==> config.mk <==
export PLATFORM = sky130hd
export DESIGN_NAME = gcd_stein_unit_flat
export DESIGN_NICKNAME = d
export VERILOG_FILES = /design/src/rtl/gcd_pkg.sv /design/src/rtl/gcd_stein_unit_if.sv /design/src/rtl/gcd_stein_step.sv /design/src/rtl/gcd_stein_unit.sv /design/src/flat_wrapper.sv
export SDC_FILE = /design/constraint.sdc
export NUM_CORES = 1
export LEC_CHECK = 0
export CAP_MARGIN = 20
export CORE_MARGIN = 1
export CORE_UTILIZATION = 45
export CTS_BUF_LIST = sky130_fd_sc_hd__clkbuf_8
export CTS_CLUSTER_DIAMETER = 200
export DETAILED_ROUTE_END_ITERATION = 8
export PLACE_DENSITY = 0.66
export SYNTH_ARGS = -nofsm -noshare
export SYNTH_HDL_FRONTEND = slang
export SYNTH_SLANG_ARGS = --single-unit
==> constraint.sdc <==
create_clock -name clk -period 3 [get_ports clk]
set_input_delay 0.3 -clock clk [delete_from_list [all_inputs] [get_ports clk]]
set_output_delay 0.3 -clock clk [all_outputs]
set_load 0.05 [all_outputs]
==> src/rtl/gcd_pkg.sv <==
// rtl/gcd_pkg.sv - shared types for the binary GCD coprocessor
package gcd_pkg;

    localparam int unsigned STATE_W = 2;

    typedef enum logic [STATE_W-1:0] {
        IDLE   = 2'd0,
        FACTOR = 2'd1,
        REDUCE = 2'd2,
        DONE   = 2'd3
    } state_t;

endpackage

==> src/rtl/gcd_stein_unit_if.sv <==
// rtl/gcd_stein_unit_if.sv - operand/result handshake bundle for gcd_stein_unit
interface gcd_stein_unit_if #(
    parameter int WIDTH = 8,
    parameter int CNT_W = 8
);
    logic             in_valid;
    logic             in_ready;
    logic [WIDTH-1:0] a_in;
    logic [WIDTH-1:0] b_in;
    logic             out_valid;
    logic             out_ready;
    logic [WIDTH-1:0] hcf_out;
    logic [CNT_W-1:0] iter_out;
    logic             zero_err;

    modport master (
        output in_valid, a_in, b_in, out_ready,
        input  in_ready, out_valid, hcf_out, iter_out, zero_err
    );

    modport slave (
        input  in_valid, a_in, b_in, out_ready,
        output in_ready, out_valid, hcf_out, iter_out, zero_err
    );
endinterface

==> src/rtl/gcd_stein_step.sv <==
// rtl/gcd_stein_step.sv - one combinational Stein iteration (common-factor strip or reduce)
module gcd_stein_step
    import gcd_pkg::*;
#(
    parameter int WIDTH = 8,
    parameter int K_W   = 4
) (
    input  state_t           state,
    input  logic [WIDTH-1:0] a,
    input  logic [WIDTH-1:0] b,
    input  logic [K_W-1:0]   k,
    output logic [WIDTH-1:0] a_nxt,
    output logic [WIDTH-1:0] b_nxt,
    output logic [K_W-1:0]   k_nxt,
    output state_t           state_nxt,
    output logic             done
);

    always_comb begin
        a_nxt     = a;
        b_nxt     = b;
        k_nxt     = k;
        state_nxt = state;
        done      = 1'b0;
        case (state)
            FACTOR: begin
                if (!a[0] && !b[0]) begin
                    a_nxt = a >> 1;
                    b_nxt = b >> 1;
                    k_nxt = k + 1'b1;
                end else begin
                    state_nxt = REDUCE;
                end
            end
            REDUCE: begin
                // Both odd before any compare; subtracting keeps the pair odd/even alternating.
                if (!a[0]) begin
                    a_nxt = a >> 1;
                end else if (!b[0]) begin
                    b_nxt = b >> 1;
                end else if (a == b) begin
                    done      = 1'b1;
                    state_nxt = DONE;
                end else if (a > b) begin
                    a_nxt = a - b;
                end else begin
                    b_nxt = b - a;
                end
            end
            default: ;
        endcase
    end

endmodule

==> src/rtl/gcd_stein_unit.sv <==
// rtl/gcd_stein_unit.sv - multi-cycle binary GCD coprocessor with valid/ready handshakes
module gcd_stein_unit
    import gcd_pkg::*;
#(
    parameter int WIDTH = 8,
    parameter int CNT_W = 8
) (
    input logic           clk,
    input logic           clear,
    gcd_stein_unit_if.slave io
);

    localparam int K_W = $clog2(WIDTH) + 1;

    state_t           state_q, state_d, step_state;
    logic [WIDTH-1:0] a_q, a_d, b_q, b_d, hcf_q, hcf_d;
    logic [WIDTH-1:0] step_a, step_b;
    logic [K_W-1:0]   k_q, k_d, step_k;
    logic [CNT_W-1:0] cnt_q, cnt_d, iter_q, iter_d, cnt_inc;
    logic             zerr_q, zerr_d;
    logic             step_done, accept, zero_op;

    gcd_stein_step #(.WIDTH(WIDTH), .K_W(K_W)) u_step (
        .state     (state_q),
        .a         (a_q),
        .b         (b_q),
        .k         (k_q),
        .a_nxt     (step_a),
        .b_nxt     (step_b),
        .k_nxt     (step_k),
        .state_nxt (step_state),
        .done      (step_done)
    );

    assign accept  = (state_q == IDLE) && io.in_valid;
    assign zero_op = (io.a_in == '0) || (io.b_in == '0);
    assign cnt_inc = (&cnt_q) ? cnt_q : cnt_q + 1'b1;

    always_ff @(posedge clk) begin
        if (clear) begin
            state_q <= IDLE;
            a_q     <= '0;
            b_q     <= '0;
            k_q     <= '0;
            cnt_q   <= '0;
            hcf_q   <= '0;
            iter_q  <= '0;
            zerr_q  <= 1'b0;
        end else begin
            state_q <= state_d;
            a_q     <= a_d;
            b_q     <= b_d;
            k_q     <= k_d;
            cnt_q   <= cnt_d;
            hcf_q   <= hcf_d;
            iter_q  <= iter_d;
            zerr_q  <= zerr_d;
        end
    end

    always_comb begin
        state_d = state_q;
        case (state_q)
            IDLE:           if (accept) state_d = zero_op ? DONE : FACTOR;
            FACTOR, REDUCE: state_d = step_state;
            DONE:           if (io.out_ready) state_d = IDLE;
            default:        state_d = IDLE;
        endcase
    end

    always_comb begin
        a_d    = a_q;
        b_d    = b_q;
        k_d    = k_q;
        cnt_d  = cnt_q;
        hcf_d  = hcf_q;
        iter_d = iter_q;
        zerr_d = zerr_q;
        case (state_q)
            IDLE: begin
                if (accept) begin
                    a_d   = io.a_in;
                    b_d   = io.b_in;
                    k_d   = '0;
                    cnt_d = '0;
                    // A zero operand makes the other one the answer; no iterations needed.
                    if (zero_op) begin
                        hcf_d  = io.a_in | io.b_in;
                        zerr_d = (io.a_in == '0) && (io.b_in == '0);
                        iter_d = '0;
                    end
                end
            end
            FACTOR, REDUCE: begin
                a_d   = step_a;
                b_d   = step_b;
                k_d   = step_k;
                cnt_d = cnt_inc;
                if (step_done) begin
                    hcf_d  = a_q << k_q;
                    iter_d = cnt_inc;
                    zerr_d = 1'b0;
                end
            end
            default: ;
        endcase
    end

    always_comb begin
        io.in_ready  = (state_q == IDLE);
        io.out_valid = (state_q == DONE);
        io.hcf_out   = hcf_q;
        io.iter_out  = iter_q;
        io.zero_err  = zerr_q;
    end

endmodule

==> src/flat_wrapper.sv <==
// flat-port wrapper written by rule: the top's interface ports become plain ports
module gcd_stein_unit_flat import gcd_pkg::*;
#(
    parameter int WIDTH = 8,
    parameter int CNT_W = 8
)
  (clk, clear, io_in_valid, io_a_in, io_b_in, io_out_ready, io_in_ready, io_out_valid, io_hcf_out, io_iter_out, io_zero_err);
  gcd_stein_unit_if #(.WIDTH(WIDTH), .CNT_W(CNT_W)) io_i ();
  input logic clk;
  input logic clear;
  input wire logic [$bits(io_i.in_valid)-1:0] io_in_valid;
  input wire logic [$bits(io_i.a_in)-1:0] io_a_in;
  input wire logic [$bits(io_i.b_in)-1:0] io_b_in;
  input wire logic [$bits(io_i.out_ready)-1:0] io_out_ready;
  output wire logic [$bits(io_i.in_ready)-1:0] io_in_ready;
  output wire logic [$bits(io_i.out_valid)-1:0] io_out_valid;
  output wire logic [$bits(io_i.hcf_out)-1:0] io_hcf_out;
  output wire logic [$bits(io_i.iter_out)-1:0] io_iter_out;
  output wire logic [$bits(io_i.zero_err)-1:0] io_zero_err;
  assign io_i.in_valid = io_in_valid;
  assign io_i.a_in = io_a_in;
  assign io_i.b_in = io_b_in;
  assign io_i.out_ready = io_out_ready;
  assign io_in_ready = io_i.in_ready;
  assign io_out_valid = io_i.out_valid;
  assign io_hcf_out = io_i.hcf_out;
  assign io_iter_out = io_i.iter_out;
  assign io_zero_err = io_i.zero_err;
  gcd_stein_unit #(.WIDTH(WIDTH), .CNT_W(CNT_W)) u_core (.clk(clk), .clear(clear), .io(io_i));
endmodule
; Word-level counts from Yosys, hierarchy flattened
; Cells that the tools add are included.
[totals]
ram_bits = 0
memories = 0
elab_cells = 106
out_inout_bits = 19
regBits = 47
in_bits = 20
rom_bits = 0
latch_bits = 0
[op_classes]
magnitude_cmp = 1
n_bitwise = 1
n_addsub = 4
div_mod_pow = 0
shift = 1
multipliers = 0
n_reduce_logical = 20
n_mux = 48
n_eq_ne = 21
[ops]
columns = operator, n
row1 = $mux 8, 20
row2 = $pmux 8 s2, 7
row3 = $reduce_and 7->1, 3
row4 = $ne 4x4->1 const B, 5
row5 = $logic_not 8->1, 2
row6 = $sub 8x8->8, 2
row7 = $mux 2, 7
row8 = $mux 4, 3
row9 = $reduce_and 4->1, 3
row10 = $ne 3x3->1 const B, 3
row11 = $add 8x1->8 const B, 1
row12 = $eq 8x8->1, 1
row13 = $gt 8x8->1, 1
row14 = $ne 2x1->1 const B, 4
row15 = $or 8x8->8, 1
row16 = $pmux 4 s2, 1
row17 = $reduce_and 8->1, 1
row18 = $shl 8x4->8, 1
row19 = $mux 1, 7
row20 = $ne 3x2->1 const B, 2
row21 = $pmux 2 s3, 1
row22 = $reduce_and 5->1, 1
row23 = $add 4x1->4 const B, 1
row24 = $eq 2x2->1 const B, 2
row25 = 12 further kinds, 16

; Longest topological paths before layout
[depth]
word_depth = 7
depth_mapped = 11
ltp_nobuf = 9

; Cells and area by module
; From an unflattened synthesis, not the netlist that was laid out.
[unflattened]
cells_unflattened = 519
hier_area_um2 = 4113.9
[modules_own_cells]
columns = mod, seq_area_each_um2, area_per_inst_um2, n_inst, cells_per_inst
row1 = gcd_stein_unit, 940.9, 2471.1, 1, 287
row2 = gcd_stein_step, 0.0, 1642.8, 1, 232

; Least setup slack after synthesis
; Ideal clock, no wire load.
[synth_timing]
path_kind = register to register
from = register u_core.a_q[0]
to = register u_core.b_q[3]
path_stages_with_launch = 11
setup_slack_ps = 509
required_ps = 2908
synth_period_minus_slack_ps = 2491
t_arrival_ps = 2398
setup_time_ps = 92
n_path_buf = 1
cell_sequence = dfxtp_1 buf_2 inv_1 ha_1 inv_1 fa_1 nand3_2 a31oi_1 o31a_1 or3_4 o32ai_1
[synth_via]
elab_chain_cells = 7
elab_cells_between_ends = 16
classes_between = add/sub: 1 / order compare: 1 / eq/ne: 5 / mux: 6 / reduce/logical: 3
[synth_lines]
columns = item, line
row1 = start: declaration, gcd_stein_unit.sv:16  ; logic [WIDTH-1:0] a_q, a_d, b_q, b_d, hcf_q, hcf_d;
row2 = start signal: assignment, gcd_stein_unit.sv:42  ; a_q <= '0;
row3 = start signal: assignment, gcd_stein_unit.sv:51  ; a_q <= a_d;
row4 = $sub 8x8->8, gcd_stein_step.sv:47  ; b_nxt = b - a;
row5 = $mux 8, gcd_stein_step.sv:44  ; end else if (a > b) begin
row6 = $mux 8, gcd_stein_step.sv:41  ; end else if (a == b) begin
row7 = $mux 8, gcd_stein_step.sv:39  ; end else if (!b[0]) begin
row8 = $mux 8, gcd_stein_step.sv:37  ; if (!a[0]) begin
row9 = $pmux 8 s2, gcd_stein_step.sv:25  ; case (state)
row10 = $pmux 8 s2, gcd_stein_unit.sv:79  ; case (state_q)
row11 = end signal: assignment, gcd_stein_unit.sv:43  ; b_q <= '0;
row12 = end signal: assignment, gcd_stein_unit.sv:52  ; b_q <= b_d;
row13 = end: declaration, gcd_stein_unit.sv:16
; Parallel ways exist; a longest one is shown, timed or not. The select of a mux whose other input is x is not followed.
; A chain may end at the register's enable or synchronous reset.

; Worst setup path after layout
[layout_timing]
from = register u_core.a_q[0]
to = register u_core.b_q[6]
; The elaborated chain is that of the path after synthesis.

==> results.ini <==
[status]
status=finished with violations
failed_checks=DRC

[setup_path]
crit_path_start_kind=flop
arrival_ps=3010
cp_common_cell=inv_1
path_buf_inv=2
critPathSlowestCell=fa_1
path_max_fanout=11
cpPeakStageDelay_ps=470
crit_chain=inv_1 -> ha_1 -> inv_1 -> fa_1 -> nand3_2 -> a31oi_1 -> o31a_1 -> or3_4 -> o32ai_1
crit_family=compound AO/OA/AOI/OAI gates
end_kind=flop
required_ps=3210
path_class=flop to flop

[flow_run]
maxCapViolCount=0

[power]
p_sw_mw=2.83
power.density_nw_per_um2=1240
p_clk_share_pct=10.3
ir_drop_v=0.000644
total_leakage_power_nw=1.54
pwr-share-seq_pct=18.8
power_frac_comb_pct=70.8
p_sw_share_pct=52.3
p_int_mw=2.58

[detailed_routing]
totalWireLength_mm=11.1
dr.pass1.iters=7
route.detailed.drc=2
dr_total_vias=3822
detail_route.iter0.violations=300
viasPerCell=6.46
drtAntennaViolNets=0
detail_route.wl_per_cell_um=18.8

[synthesis]
ys_async_sr_fraction_pct=0
syn_area_per_cell_sq_um=8.25
synth_edf_count=0
yosys.area.top_type_share_pct=24.8
ys_types=77
syn_area_sq_um=3790
ys_top_cells_by_count=dfxtp_1, a21oi_1, inv_1, o21ai_0, nand2_1
synth_largest_area_cell=dfxtp_1
seq_area_frac_synth_pct=24.8
ys.flop_type=dfxtp_1
synthesis.nets=505
yosysMostFrequentCell=dfxtp_1
ys_top_cells_by_area=dfxtp_1, ha_1, a21oi_1, o21ai_0, a221oi_1
synth_cells=459
yosysWarnings=0
synth-seq-cells=47

[place]
dp_hpwl_mm=8.32
port_buffers=38
place.gp.congestion=0.946
post-place-ws_ps=233

[clock_tree]
clock_latency_ps=310
numCtsBuffers=5
cts_resized=0
cts_hold_buf=0
cts-root-buf=clkbuf_8
cts_max_level=2
clk_pin_slew_ps=90
clk_path_buf_depth=2
clock-sinks=47
cts_setup_buffers=0
cts_tree=done

[global_routing]
grt_pass1_wl_mm=18.5
grt_max_degree=35
antenna_found_initial=0
grt_overflow_total=0
grt_usage_pct=26.6
grt_pass1_vias=3646

[layout]
syn2layout_area_growth_pct=15.7
fin_nets=532
diodes=0
regArea_sq_um=941
num-fill-cells=777
multi_input_area_sq_um=2590
drive_gt1_share_pct=9.03

[sta]
finClkSkew_ps=10.8
setup_viol=0
max_freq_mhz=357
finalHoldViolCount=0
rsz0062_at_grt=no
period_needed_ps=2800
worstMarginPinSlew_ps=562
maxSlewHeadroom_pct=62.0
final.period_utilization_pct=93.5
fin_ws_ps=196
setup_tns_ps=0
slew_violations=0

[die]
start_util_pct=46.3
die_w_um=93.7
rows=33
ios=39
dieArea_sq_um=8790
die_y_um=93.7
core-area_sq_um=8180

[worst_hold_path]
hp-class=flop to flop

## placed cells by master, fill, tap and decap left out, types with 14 or more instances in the layout
master / count
nand2_1: 27
dfxtp_1: 47
clkdlybuf4s50_1: 38
nor2_1: 26
a221oi_1: 14
ha_1: 24
a21oi_1: 46
inv_1: 29
nand3_1: 14
o21ai_0: 28
## worst paths after layout
check	from	endpoint	slack [ps]	depth (start not counted)
worst max-delay path	u_core.a_q[0]	u_core.b_q[6]	200	9
worst min-delay path	u_core.io.iter_out[3]	u_core.io.iter_out[3]	480	2
worst max register to register	u_core.a_q[0]	u_core.b_q[6]	200	9
worst min register to register	u_core.io.iter_out[3]	u_core.io.iter_out[3]	480	2
## worst register-to-register path, stage by stage, from the launching register on
cell	delay [ps]
dfxtp_1	420
inv_1	210
ha_1	220
inv_1	70
fa_1	470
nand3_2	130
a31oi_1	140
o31a_1	360
or3_4	390
o32ai_1	310
## power groups by stage
| stage | sequential, mW | clock, mW | combinational, mW |
|---|---|---|---|
| 3_5_place_dp | 1.03 | 0 | 3.77 |
| 4_1_cts | 1.02 | 0.562 | 3.79 |
| 3_3_place_gp | 1.03 | 0 | 3.75 |
| 5_1_grt | 1.05 | 0.594 | 4.18 |
| 6_report | 1.02 | 0.560 | 3.83 |
| 2_1_floorplan | 1.14 | 0 | 2.72 |
## flip-flops by register name (all words and copies together), names as in the netlist
signal and flops:
u_core.cnt_q 8, u_core.io.hcf_out 8, u_core.b_q 8, u_core.k_q 4, u_core.state_q 2, u_core.io.iter_out 8, u_core.a_q 8, u_core.io.zero_err 1
## layer usage
layer | track usage, % | vias to the layer above | share of wire (%)
li1 | - | 1816 | -
met5 | 0 | - | 0
met2 | 41.7 | 142 | 46
met4 | 7.56 | 0 | 2.5
met1 | 37.3 | 1839 | 45
met3 | 4.53 | 25 | 6.5
## cells by family (layout without fill, tap and decap cells)
logic type | Yosys count | in the layout | share of synthesized area (%)
flops | 47 | 47 | 24.8
mux | 10 | 10 | 4.36
simple gates | 143 | 143 | 22.2
fa+ha+maj | 26 | 26 | 8.99
xor+xnor | 7 | 7 | 1.62
compound gates | 167 | 167 | 31.3
buf+inv | 59 | 87 | 6.71
## stage by stage
stage	hold WS, ps	area, sq um	util [%]	power (mW)	instances
2_1_floorplan	457	3790	-	3.87	459
3_3_place_gp	463	4250	52.0	4.77	584
3_5_place_dp	468	4250	52.0	4.80	584
4_1_cts	480	4380	53.6	5.37	592
5_1_grt	506	4380	53.6	5.82	592
6_report	479	4380	53.6	5.41	592
## cell type report
cell class,count,area share [%]
multi-input cells,353,59.2
flip-flops and latches,47,21.5
repair buffers,51,10.9
well taps,105,3.00
inverters,28,2.40
clock buffers,5,1.57
clock inverters,3,1.46
No activity file was read; power rests on OpenSTA's default activity.
